[config.mk]
export PLATFORM = sky130hd
export DESIGN_NAME = even_parity_rx_flat
export DESIGN_NICKNAME = d
export VERILOG_FILES = /design/src/rtl/even_parity_rx_if.sv /design/src/rtl/even_parity_rx.sv /design/src/flat_wrapper.sv
export SDC_FILE = /design/constraint.sdc
export NUM_CORES = 1
export LEC_CHECK = 0
export CAP_MARGIN = 10
export CORE_MARGIN = 2
export CORE_UTILIZATION = 45
export CTS_CLUSTER_DIAMETER = 150
export DETAILED_ROUTE_END_ITERATION = 6
export PLACE_DENSITY_LB_ADDON = 0.08
export REMOVE_ABC_BUFFERS = 1
export SYNTH_ARGS = -nofsm -noshare
export SYNTH_HDL_FRONTEND = slang
export SYNTH_SLANG_ARGS = --single-unit
[constraint.sdc]
create_clock -name clk -period 1.74 [get_ports clk]
set_input_delay 0.261 -clock clk [delete_from_list [all_inputs] [get_ports clk]]
set_output_delay 0.261 -clock clk [all_outputs]
set_load 0.05 [all_outputs]
[src/rtl/even_parity_rx_if.sv]
// Serial-in / word-out bundle for the even-parity receiver.
// err_count is present only when EVEN_PARITY_RX_ERRCNT_EN is defined.
interface even_parity_rx_if #(
    parameter int unsigned DATA_W = 3
);
    logic              bit_en;
    logic              rx;
    logic [DATA_W-1:0] data_out;
    logic              data_valid;
    logic              parity_err;
    logic              frame_err;
    logic              busy;
`ifdef EVEN_PARITY_RX_ERRCNT_EN
    logic [7:0]        err_count;

    modport master (
        output bit_en, rx,
        input  data_out, data_valid, parity_err, frame_err, busy, err_count
    );
    modport slave (
        input  bit_en, rx,
        output data_out, data_valid, parity_err, frame_err, busy, err_count
    );
`else
    modport master (
        output bit_en, rx,
        input  data_out, data_valid, parity_err, frame_err, busy
    );
    modport slave (
        input  bit_en, rx,
        output data_out, data_valid, parity_err, frame_err, busy
    );
`endif
endinterface

[src/rtl/even_parity_rx.sv]
// Even-parity serial frame receiver: start, DATA_W data bits LSB first, parity, stop.
// Optional saturating parity-error counter enabled by EVEN_PARITY_RX_ERRCNT_EN.
module even_parity_rx #(
    parameter int unsigned DATA_W = 3
) (
    input logic             clk,
    input logic             rst_n,
    even_parity_rx_if.slave bus
);
    localparam int unsigned IdxW = $clog2(DATA_W) + 1;

    typedef enum logic [1:0] {StIdle, StData, StParity, StStop} state_e;

    state_e            state_q, state_d;
    logic [IdxW-1:0]   idx_q, idx_d;
    logic [DATA_W-1:0] shift_q, shift_d;
    logic [DATA_W-1:0] data_q, data_d;
    logic              par_q, par_d;
    logic              perr_q, perr_d;  // parity verdict held until the stop bit
    logic              valid_q, valid_d;
    logic              parity_err_q, parity_err_d;
    logic              frame_err_q, frame_err_d;

    always_comb begin
        state_d      = state_q;
        idx_d        = idx_q;
        shift_d      = shift_q;
        data_d       = data_q;
        par_d        = par_q;
        perr_d       = perr_q;
        valid_d      = 1'b0;
        parity_err_d = parity_err_q;
        frame_err_d  = frame_err_q;

        if (bus.bit_en) begin
            case (state_q)
                StIdle: begin
                    if (!bus.rx) begin
                        state_d = StData;
                        idx_d   = '0;
                        par_d   = 1'b0;
                    end
                end
                StData: begin
                    for (int unsigned i = 0; i < DATA_W; i++) begin
                        if (idx_q == IdxW'(i)) shift_d[i] = bus.rx;
                    end
                    par_d = par_q ^ bus.rx;
                    idx_d = idx_q + IdxW'(1);
                    if (idx_q == IdxW'(DATA_W - 1)) state_d = StParity;
                end
                StParity: begin
                    perr_d  = par_q ^ bus.rx;
                    state_d = StStop;
                end
                StStop: begin
                    data_d       = shift_q;
                    parity_err_d = perr_q;
                    frame_err_d  = !bus.rx;
                    valid_d      = 1'b1;
                    state_d      = StIdle;
                end
                default: state_d = StIdle;
            endcase
        end
    end

    always_ff @(posedge clk) begin
        if (!rst_n) begin
            state_q      <= StIdle;
            idx_q        <= '0;
            shift_q      <= '0;
            data_q       <= '0;
            par_q        <= 1'b0;
            perr_q       <= 1'b0;
            valid_q      <= 1'b0;
            parity_err_q <= 1'b0;
            frame_err_q  <= 1'b0;
        end else begin
            state_q      <= state_d;
            idx_q        <= idx_d;
            shift_q      <= shift_d;
            data_q       <= data_d;
            par_q        <= par_d;
            perr_q       <= perr_d;
            valid_q      <= valid_d;
            parity_err_q <= parity_err_d;
            frame_err_q  <= frame_err_d;
        end
    end

    assign bus.data_out   = data_q;
    assign bus.data_valid = valid_q;
    assign bus.parity_err = parity_err_q;
    assign bus.frame_err  = frame_err_q;
    assign bus.busy       = (state_q != StIdle);

`ifdef EVEN_PARITY_RX_ERRCNT_EN
    logic [7:0] err_cnt_q, err_cnt_d;

    always_comb begin
        err_cnt_d = err_cnt_q;
        if (valid_d && parity_err_d && (err_cnt_q != 8'hff)) err_cnt_d = err_cnt_q + 8'd1;
    end

    always_ff @(posedge clk) begin
        if (!rst_n) err_cnt_q <= '0;
        else        err_cnt_q <= err_cnt_d;
    end

    assign bus.err_count = err_cnt_q;
`endif
endmodule

[src/flat_wrapper.sv]
// flat-port wrapper written by rule: the top's interface ports become plain ports
module even_parity_rx_flat 
#(
    parameter int unsigned DATA_W = 3
)
  (clk, rst_n, bus_bit_en, bus_rx, bus_data_out, bus_data_valid, bus_parity_err, bus_frame_err, bus_busy);
  even_parity_rx_if #(.DATA_W(DATA_W)) bus_i ();
  input logic clk;
  input logic rst_n;
  input wire logic [$bits(bus_i.bit_en)-1:0] bus_bit_en;
  input wire logic [$bits(bus_i.rx)-1:0] bus_rx;
  output wire logic [$bits(bus_i.data_out)-1:0] bus_data_out;
  output wire logic [$bits(bus_i.data_valid)-1:0] bus_data_valid;
  output wire logic [$bits(bus_i.parity_err)-1:0] bus_parity_err;
  output wire logic [$bits(bus_i.frame_err)-1:0] bus_frame_err;
  output wire logic [$bits(bus_i.busy)-1:0] bus_busy;
  assign bus_i.bit_en = bus_bit_en;
  assign bus_i.rx = bus_rx;
  assign bus_data_out = bus_i.data_out;
  assign bus_data_valid = bus_i.data_valid;
  assign bus_parity_err = bus_i.parity_err;
  assign bus_frame_err = bus_i.frame_err;
  assign bus_busy = bus_i.busy;
  even_parity_rx #(.DATA_W(DATA_W)) u_core (.clk(clk), .rst_n(rst_n), .bus(bus_i));
endmodule
==> flow_summary.yaml <==
timing:
  setup_tns_ps: 0
  hold_violations: 0
  clock_skew_ps: 2.53
  fin_ws_ps: 65.4
  min_period_ps: 1670
  hold_ws_ps: 455
  drv_slew: 0
  rsz0062_at_grt: "no"
  setup_viol: 0
  worst_pin_slew_ps: 503
  period_share_pct: 96.2
  slew_headroom_pct: 66.4
  max_freq_mhz: 597
layout:
  fin_cells: 132
  fillers: 161
  finish.utilization_pct: 58.4
  finalInstanceArea_sq_um: 997
  seqCellArea_sq_um: 323
  nNetsFinal: 121
  syn2layout_area_growth_pct: 22.2
  layout-drive-gt1-share_pct: 11.2
  diodes: 0
  multi_input_area_sq_um: 445
yosys:
  synth_top_area_share_pct: 39.3
  post_synth_num_cell_types: 26
  syn_avg_cell_area_sq_um: 8.59
  synth.area.top_cells: "dfxtp_1 39%, ha_1 12%, nand2_1 8.3%"
  syn_area_sq_um: 816
  ys_ff_latch: 16
  synthCells: 95
  yosys.area.top_type: "dfxtp_1"
  yosysWarnings: 0
  ys_seq_area_share_pct: 39.3
critical_path:
  crit_type: "reg2out"
  cp_data_arrival_time_ps: 1410
  crit_buf_inv: 1
  cp_num_cells: 1
  crit_path_start: "u_core.bus.parity_err$_SDFFE_PN0P_"
  crit_path_end: "bus_parity_err"
  crit_slowest_cell: "clkdlybuf4s50_1"
  start_kind: "flip-flop"
  ff2ff_setup_slack_ps: 250
  critPathTopFamily: "buffers and inverters"
  slowest_delay_ps: 800
  crit_required_ps: 1480
  cp_max_fo: 2
  reg2reg_from: "u_core.state_q[0]$_SDFFE_PN0P_"
  cp-end-kind: "output port"
  reg2reg_depth: 5
  worstReg2RegEnd: "u_core.idx_q[2]$_SDFFE_PN0P_"
  path_cells: "clkdlybuf4s50_1"
placement:
  placedCellCount: 129
  hpwl_mm: 1.25
  portBuffers: 10
  dpl_cell_area_sq_um: 967
  place.gp.congestion: 0.828
  pre_cts_slack_ps: 144
clock_network:
  path_clk_slew_ps: 90
  clock_tree.buffer_depth: 2
  clockRootBuffer: "clkbuf_4"
  numCtsBuffers: 3
  cts_tree: "yes"
  clock_sinks: 16
  cts_hold_buf: 0
  htreeDepth: 1
  clock_latency_ps: 280
  post_cts_buffers: 0
grt:
  grt_max_degree: 15
  grt_pass1_wl_mm: 2.76
  grt_pass1_vias: 640
  groute.usage.overall_pct: 18.8
  antenna_found_initial: 0
  grt_overflow: 0
power_and_ir_drop:
  ir_drop_mv: 0.394
  finalPower_mw: 0.757
  switching_share_pct: 29.4
  p_per_area_nw_per_um2: 759
  power.share.clock_pct: 25.0
  p_leak_nw: 0.420
  pwr-share-comb_pct: 23.6
  p_switching_mw: 0.222
  seqPwrFrac_pct: 51.3
  internal_power_mw: 0.535
floorplan:
  pin_count: 11
  initial_core_util_pct: 47.8
  die_x_um: 46.6
  num_rows: 15
  chipHeight_um: 46.6
  core_sq_um: 1710
  die_area_sq_um: 2170
route:
  wl_per_cell_um: 12.5
  avgViaCountPerCell: 5.23
  drtIter0Drc: 9
  first_pass_iters: 4
  wl_mm: 1.65
  num_vias: 691
  post-route-drc-count: 0
  ant_nets: 0
flow_run:
  drv_cap: 0
min_path:
  hp-class: "reg2reg"
status:
  outcome: "finished, final reports clean"
[layer usage]
metal  GRT usage [%]  up-vias  routed length (um)
li1                -      352                   -
met1            23.0      322                 734
met2            30.6       15                 829
met3            3.53        2                  67
met4            10.3        0                  14
met5               0        -                   0
[area by class of cell]
cell class	instances	share of cell area, %
multi-input combinational	67	44.7
sequential	16	32.4
timing repair buffer	15	15.3
tap	25	3.14
clock buffer	3	2.26
inverter	6	2.26
[power groups by stage]
stage / clock (mW) / combinational (mW) / sequential [mW]
floorplan: 0 / 0.101 / 0.394
global placement: 0 / 0.176 / 0.395
detailed placement: 0 / 0.179 / 0.396
CTS: 0.203 / 0.179 / 0.387
global route: 0.221 / 0.196 / 0.391
finish: 0.190 / 0.179 / 0.389
[worst register-to-register path, stage by stage (launching register included)]
cell     delay, ps
dfxtp_2        360
inv_1           60
ha_1           230
a21bo_4        240
or3_1          350
a31oi_1        180
[cell families (layout without fill, tap and decap cells)]
kind of cell               Yosys count  count (layout)  synth area share [%]
buffers and inverters               12              24                  6.14
adders and majority gates            8               8                  12.3
xor gates and xnor gates             1               1                  1.07
muxes                                5               5                  6.14
AOI/OAI and AO/OA                   20              20                  16.3
and+or+nand+nor                     33              33                  18.9
DFF                                 16              16                  39.3
[registers in the layout, indices dropped and copies added (netlist names)]
| register | count |
|---|---|
| u_core.bus.data_valid | 1 |
| u_core.par_q | 1 |
| u_core.bus.data_out | 3 |
| u_core.state_q | 2 |
| u_core.idx_q | 3 |
| u_core.bus.frame_err | 1 |
| u_core.perr_q | 1 |
| u_core.shift_q | 3 |
| u_core.bus.parity_err | 1 |
[cell usage in the layout, fill, tap and decap left out, types with 2 or more instances in the layout]
cell type        count
o21ai_1              2
mux2i_1              5
clkbuf_4             3
ha_1                 8
buf_4                5
inv_1                6
a311oi_1             2
a21oi_1              9
dfxtp_2              2
dfxtp_1             14
nand3_1              5
a31oi_1              2
nor2_1               2
nand2_1             18
dlymetal6s2s_1       2
nand3b_1             2
clkdlybuf4s50_1      7
[synth_stat cells, drive strengths merged]
cell    count
nand2      18
dfxtp      16
a21oi       9
ha          8
inv         6
mux2i       5
nand3       5
buf         4
o21ai       3
a311oi      2
a31oi       2
clkbuf      2
nand3b      2
nor2        2
a211o       1
a21bo       1
and3b       1
nand2b      1
nand4       1
nor3        1
nor4        1
o221ai      1
o31a        1
or3         1
xnor2       1
[worst min path at each step]
stage	start	to	slack [ps]	cells past startpoint
2_1_floorplan	bus_rx	u_core.bus.frame_err$_SDFFE_PN0P_	370	1
3_3_place_gp	u_core.bus.data_out[2]$_SDFFE_PN0P_	u_core.bus.data_out[2]$_SDFFE_PN0P_	440	2
3_5_place_dp	u_core.bus.data_out[2]$_SDFFE_PN0P_	u_core.bus.data_out[2]$_SDFFE_PN0P_	450	2
4_1_cts	u_core.bus.data_out[2]$_SDFFE_PN0P_	u_core.bus.data_out[2]$_SDFFE_PN0P_	460	2
5_1_grt	u_core.bus.data_out[2]$_SDFFE_PN0P_	u_core.bus.data_out[2]$_SDFFE_PN0P_	470	2
6_report	u_core.bus.data_out[2]$_SDFFE_PN0P_	u_core.bus.data_out[2]$_SDFFE_PN0P_	450	2
[repair_timing]
item,4_1_cts,5_1_grt
endpoints found under the setup margin,0,3
hold endpoints to repair,0,0
gates resized for setup,0,4
(Power assumes the default switching activity.)
